`config.mk`:
```
export PLATFORM = sky130hd
export DESIGN_NAME = seg7_scan_driver
export DESIGN_NICKNAME = d
export VERILOG_FILES = /design/src/rtl/seg7_pkg.sv /design/src/rtl/seg7_decode.sv /design/src/rtl/seg7_scan_driver.sv
export SDC_FILE = /design/constraint.sdc
export NUM_CORES = 1
export LEC_CHECK = 0
export ABC_CLOCK_PERIOD_IN_PS = 5600
export CAP_MARGIN = 25
export CELL_PAD_IN_SITES_DETAIL_PLACEMENT = 1
export CELL_PAD_IN_SITES_GLOBAL_PLACEMENT = 1
export CORE_AREA = 2 2 151 138
export CTS_CLUSTER_DIAMETER = 60
export DETAILED_ROUTE_END_ITERATION = 6
export DIE_AREA = 0 0 153 140
export GPL_TIMING_DRIVEN = 0
export PLACE_DENSITY = 0.79
export SYNTH_ARGS = -nofsm -noshare
export SYNTH_HDL_FRONTEND = slang
export SYNTH_HIERARCHICAL = 1
export SYNTH_SLANG_ARGS = --single-unit
```
`constraint.sdc`:
```
create_clock -name clk -period 5.6 [get_ports clk]
set_clock_uncertainty 0.1 [all_clocks]
set_input_delay 1.12 -clock clk [delete_from_list [all_inputs] [get_ports clk]]
set_output_delay 1.12 -clock clk [all_outputs]
set_load 0.05 [all_outputs]
```
`src/rtl/seg7_pkg.sv`:
```
// seg7_pkg: shared constants and types for the multiplexed seven-segment driver.
//   SEG_GLYPH  : active-high gfedcba glyphs for hex nibbles 0..F
//   SEG_OFF    : all segments dark (active-high)
//   disp_rec_t : staging/shadow record (data, dp, blank, lz_en), sized for the
//                largest supported display; unused upper digits stay zero.
package seg7_pkg;

    localparam int MAX_DIGITS = 16;

    localparam logic [6:0] SEG_OFF = 7'h00;

    localparam logic [6:0] SEG_GLYPH [16] = '{
        7'h3F, 7'h06, 7'h5B, 7'h4F, 7'h66, 7'h6D, 7'h7D, 7'h07,
        7'h7F, 7'h6F, 7'h77, 7'h7C, 7'h39, 7'h5E, 7'h79, 7'h71
    };

    typedef struct packed {
        logic [4*MAX_DIGITS-1:0] data;
        logic [MAX_DIGITS-1:0]   dp;
        logic [MAX_DIGITS-1:0]   blank;
        logic                    lz_en;
    } disp_rec_t;

endpackage

```
`src/rtl/seg7_decode.sv`:
```
// seg7_decode: combinational hex nibble to active-high gfedcba glyph.
//   nibble_i : 4-bit hex value
//   seg_o    : segments, seg_o[0]=a ... seg_o[6]=g
module seg7_decode
    import seg7_pkg::*;
(
    input  logic [3:0] nibble_i,
    output logic [6:0] seg_o
);

    assign seg_o = SEG_GLYPH[nibble_i];

endmodule

```
`src/rtl/seg7_scan_driver.sv`:
```
// seg7_scan_driver: multiplexed seven-segment scan driver with double buffering.
//   clk, reset     : system clock, asynchronous active-low reset
//   data_i         : DIGITS hex nibbles, digit 0 in the low nibble
//   dp_i, blank_i  : per-digit decimal point / blanking requests
//   lz_en_i        : leading-zero suppression enable
//   load_i         : strobe capturing the inputs into staging
//   led, dp        : registered segment outputs (polarity per SEG_ACTIVE_LOW)
//   cs             : registered one-hot digit select (polarity per CS_ACTIVE_LOW)
//   frame_o        : one-cycle pulse when the scan wraps to digit 0
module seg7_scan_driver
    import seg7_pkg::*;
#(
    parameter int DIGITS         = 8,
    parameter int DIV            = 100000,
    parameter int SEG_ACTIVE_LOW = 0,
    parameter int CS_ACTIVE_LOW  = 1
)(
    input  logic                  clk,
    input  logic                  reset,
    input  logic [4*DIGITS-1:0]   data_i,
    input  logic [DIGITS-1:0]     dp_i,
    input  logic [DIGITS-1:0]     blank_i,
    input  logic                  lz_en_i,
    input  logic                  load_i,
    output logic [6:0]            led,
    output logic                  dp,
    output logic [DIGITS-1:0]     cs,
    output logic                  frame_o
);

    localparam int PW = $clog2(DIV);

    // XOR masks that turn active-high internal values into pin polarity.
    localparam logic [6:0]        LED_INV = (SEG_ACTIVE_LOW != 0) ? 7'h7F : 7'h00;
    localparam logic              DP_INV  = (SEG_ACTIVE_LOW != 0);
    localparam logic [DIGITS-1:0] CS_OFF  = (CS_ACTIVE_LOW != 0) ? {DIGITS{1'b1}} : {DIGITS{1'b0}};
    localparam logic [6:0]        LED_OFF = SEG_OFF ^ LED_INV;

    logic [PW-1:0]     presc_q, presc_d;
    logic [3:0]        idx_q, idx_d;
    disp_rec_t         staging_q, staging_d;
    disp_rec_t         shadow_q, shadow_d;
    logic              pending_q, pending_d;
    logic              guard_q, guard_d;
    logic              frame_q, frame_d;
    logic [6:0]        led_q, led_d;
    logic              dp_q, dp_d;
    logic [DIGITS-1:0] cs_q, cs_d;

    logic              tick;
    logic [3:0]        nibble;
    logic [6:0]        glyph;
    logic              upper_nz;
    logic              suppress;
    logic [DIGITS-1:0] sel;

    assign tick = (presc_q == PW'(DIV - 1));

    // Scan position, frame pulse and double-buffer transfer.
    always_comb begin
        presc_d   = tick ? '0 : presc_q + PW'(1);
        idx_d     = idx_q;
        staging_d = staging_q;
        shadow_d  = shadow_q;
        pending_d = pending_q;
        frame_d   = 1'b0;
        guard_d   = tick;
        if (tick) begin
            idx_d = (idx_q == 4'(DIGITS - 1)) ? 4'd0 : idx_q + 4'd1;
            if (idx_d == 4'd0) begin
                frame_d = 1'b1;
                // Transfer uses the pre-edge staging; a same-cycle load waits a frame.
                if (pending_q) begin
                    shadow_d  = staging_q;
                    pending_d = 1'b0;
                end
            end
        end
        if (load_i) begin
            staging_d.data  = (4*MAX_DIGITS)'(data_i);
            staging_d.dp    = MAX_DIGITS'(dp_i);
            staging_d.blank = MAX_DIGITS'(blank_i);
            staging_d.lz_en = lz_en_i;
            pending_d       = 1'b1;
        end
    end

    // Single decoder on the nibble of the digit about to be shown.
    assign nibble = shadow_d.data[{idx_d, 2'b00} +: 4];

    seg7_decode u_decode (
        .nibble_i (nibble),
        .seg_o    (glyph)
    );

    assign sel = DIGITS'(1) << idx_q;

    // Output registers; guard cycle keeps cs dark while led/dp change.
    always_comb begin
        upper_nz = 1'b0;
        for (int k = 0; k < MAX_DIGITS; k++) begin
            if (k >= int'(idx_d) && shadow_d.data[4*k +: 4] != 4'h0) begin
                upper_nz = 1'b1;
            end
        end
        suppress = shadow_d.lz_en && (idx_d != 4'd0) && !upper_nz;

        led_d = led_q;
        dp_d  = dp_q;
        cs_d  = cs_q;
        if (tick) begin
            cs_d = CS_OFF;
            if (shadow_d.blank[idx_d]) begin
                led_d = LED_OFF;
                dp_d  = DP_INV;
            end else begin
                led_d = (suppress ? SEG_OFF : glyph) ^ LED_INV;
                dp_d  = shadow_d.dp[idx_d] ^ DP_INV;
            end
        end else if (guard_q) begin
            cs_d = shadow_q.blank[idx_q] ? CS_OFF : (sel ^ CS_OFF);
        end
    end

    always_ff @(posedge clk or negedge reset) begin
        if (!reset) begin
            presc_q   <= '0;
            idx_q     <= 4'(DIGITS - 1);
            staging_q <= '0;
            shadow_q  <= '0;
            pending_q <= 1'b0;
            guard_q   <= 1'b0;
            frame_q   <= 1'b0;
            led_q     <= LED_OFF;
            dp_q      <= DP_INV;
            cs_q      <= CS_OFF;
        end else begin
            presc_q   <= presc_d;
            idx_q     <= idx_d;
            staging_q <= staging_d;
            shadow_q  <= shadow_d;
            pending_q <= pending_d;
            guard_q   <= guard_d;
            frame_q   <= frame_d;
            led_q     <= led_d;
            dp_q      <= dp_d;
            cs_q      <= cs_d;
        end
    end

    assign led     = led_q;
    assign dp      = dp_q;
    assign cs      = cs_q;
    assign frame_o = frame_q;

endmodule

```
==> flow_metrics.py <==
metrics = {
    "sta": {
        "min_period_ns": 5.32,
        "setup_tns_ns": 0,
        "setup_viol": 0,
        "tightest_slew_ns": 0.919,
        "report.final.slew_viol_count": 0,
        "finalWorstSetupSlack_ns": 0.276,
        "relSlewSlack_pct": 38.1,
        "hold_ws_ns": 0.379,
        "fmax_mhz": 188,
        "hold_viol": 0,
        "fin_crit_sh_pct": 95.1,
        "rsz0062_at_grt": "no",
    },
    "floorplan": {
        "num_io_pins": 69,
        "start_util_pct": 44.3,
        "num_rows": 49,
        "core_sq_um": 19800,
        "die_x_um": 153,
        "die_y_um": 140,
        "die_area_sq_um": 21400,
    },
    "layout": {
        "antenna_cells": 0,
        "multi_input_area_sq_um": 3810,
        "finalCoreUtilization_pct": 52.7,
        "nFillCells": 2101,
        "stdcell_count": 1129,
        "drive_gt1_share_pct": 19.2,
        "design_area_sq_um": 10400,
        "num-nets-final": 927,
        "area_delta_synth_final_pct": 18.9,
        "register_area_sq_um": 4670,
    },
    "worst_setup_path": {
        "crit_required_ns": 5.81,
        "cp_num_buf_inv": 7,
        "reg2reg_depth": 19,
        "crit_fanout": 10,
        "worst_setup_path_start_kind": "register",
        "end_kind": "register",
        "max_stage_delay_ns": 0.54,
        "slowest_stage": "dfstp_2",
        "crit_chain": "clkbuf_1, inv_1, ha_1, nand4_1, a21boi_1, and3_1, buf_4, buf_6, buf_2, mux2_2, a22oi_1, o21ai_0, o21ai_0, mux2i_1, inv_1, ha_1, mux4_1, inv_1, o31ai_1",
        "worstReg2RegEnd": "led[3]",
        "timing.rr.start": "idx_q[2]",
        "crit_cells": 19,
        "worstSetupPathType": "reg2reg",
        "rrSetupSlack_ns": 0.28,
        "crit_arrival_ns": 5.53,
        "path_common_cell": "inv_1",
        "critical-path-top-delay-family": "buffers and inverters",
        "startpoint": "idx_q[2]",
        "endpoint": "led[3]",
    },
    "drt": {
        "via_per_inst": 5.69,
        "routed.top_layer": "met4",
        "firstDrtPassIters": 5,
        "drtIter0Drc": 472,
        "wire_per_inst_um": 21.1,
        "ant_nets": 0,
        "route.detailed.drc": 0,
        "num_vias": 6428,
        "route.met2.wl_um": 11500,
        "drt-total-wl_um": 23900,
        "wl_met3_um": 1040,
        "route.layer.met1.wl_um": 11000,
    },
    "placement": {
        "dp_hpwl_um": 16800,
        "io_buffers": 67,
        "placedInstanceArea_sq_um": 9800,
        "dp.cells": 1097,
        "dp_slack_ns": 0.294,
        "place_congestion": 0.888,
    },
    "cts": {
        "cts_root_buf": "clkbuf_16",
        "clockBufferDepth": 2,
        "cts.sinks": 186,
        "clock_latency_ns": 0.44,
        "cts_tree": "built",
        "h-tree-depth": 4,
        "cts_buffers": 17,
        "cts.clk_slew.worst_paths_ns": 0.07,
    },
    "logic_synthesis": {
        "ys_types": 68,
        "synth_ff_type": "dfrtp_1",
        "synth-seq-cells": 186,
        "seq_area_frac_synth_pct": 53.2,
        "syn_area_per_cell_sq_um": 11.3,
        "synth_area_sq_um": 8780,
        "syn_inst": 774,
        "synth_warnings": 6,
        "synth_edf_count": 0,
        "synthesis.nets": 840,
        "synth-async-reset-ratio_pct": 100,
        "synth_area_leaders": "dfrtp_1 (50%), mux2_2 (11%), nand2_1 (4.7%)",
        "synth_top_area_share_pct": 49.9,
        "synth_top_area_cell": "dfrtp_1",
    },
    "power_and_ir_drop": {
        "p_leak_nw": 4.71,
        "irDropWorstVdd_v": 0.000151,
        "finalPower_mw": 2.83,
        "p_per_area_nw_per_um2": 271,
    },
    "flow_run": {
        "maxCapViolCount": 0,
    },
    "worst_hold_path": {
        "worstHoldStart": "shadow_q[24]",
        "hold_class": "reg2reg",
    },
    "grt": {
        "grt_antenna_before_repair": 0,
        "grt_max_degree": 122,
        "grt_pass1_wl_um": 38900,
        "overflow": 0,
        "grt_usage_pct": 23.2,
        "grt_pass1_vias": 6958,
    },
    "outcome": {
        "run_status": "complete, no violations",
    },
}
==> worst min-delay path by stage <==
stage,endpoint,slack (ns),cells past startpoint
2_1_floorplan,shadow_q[0],0.33,2
3_3_place_gp,shadow_q[23],0.34,2
3_5_place_dp,shadow_q[24],0.37,1
4_1_cts,shadow_q[24],0.38,1
5_1_grt,shadow_q[12],0.40,1
6_report,shadow_q[24],0.38,1
==> flip-flops by register name, indices dropped and copies added (netlist names) <==
register   flops
cs             8
frame_o        1
idx_q          4
dp             1
presc_q       17
led            7
staging_q     49
shadow_q      97
guard_q        1
pending_q      1
==> cells in the final DEF (no fill, tap or decap), types with 5 or more instances in the layout <==
master	instances
a21oi_1	18
clkdlybuf4s50_1	66
nor3_1	12
and2_1	51
xor2_1	8
a31oi_1	5
nor4_1	20
inv_1	18
ha_1	14
xnor2_1	6
mux2_2	89
clkbuf_16	17
clkbuf_1	22
o31ai_1	10
o211ai_1	11
a222oi_1	7
o21ai_0	15
nor2_1	26
nand3_1	21
nand2_1	109
buf_2	15
dfrtp_1	175
nand4_1	5
dfstp_2	11
mux2i_1	21
and3_1	6
==> synth_stat cells (15+ instances only) <==
master,instances
dfrtp_1,175
nand2_1,109
mux2_2,89
and2_1,51
nor2_1,26
clkbuf_1,21
mux2i_1,21
nand3_1,21
nor4_1,20
a21oi_1,18
inv_1,18
buf_2,15
o21ai_0,15
==> per-layer routing <==
metal  GRT usage (%)  up-vias
li1                -     2925
met2            38.5      146
met4            5.95        0
met1            32.0     3337
met5               0        -
met3            3.84       20
==> repair_timing <==
action / 4_1_cts / 5_1_grt
resized for setup: 0 / 1
buffers inserted: 0 / 0
hold buffers: 0 / 0
setup endpoints to repair: 0 / 1
==> cell families after synthesis <==
logic type	share of synthesized area [%]
AND/OR/NAND/NOR	15.6
flip-flops	53.2
multiplexers	15.1
AO/OA/AOI/OAI	9.22
buffers and inverters	3.44
XOR/XNOR	1.40
adder cells (fa/ha/maj)	2.00
==> layout make-up <==
class                      count  share of cell area [%]
buffer                        45                    2.05
sequential                   186                    44.7
inverter                      22                   0.840
tap                          255                    3.06
clock inverter                13                    1.83
timing repair buffer          68                    6.74
multi-input combinational    521                    36.5
clock buffer                  19                    4.25
==> report_power, final <==
part	leakage [nW]	switching (mW)	internal, mW
Combinational	1.98	0.0504	0.0666
Clock	0.301	0.541	0.764
Sequential	2.43	0.0309	1.38
Total	4.71	0.622	2.21
Note: power is estimated with default switching activity, not from simulation.
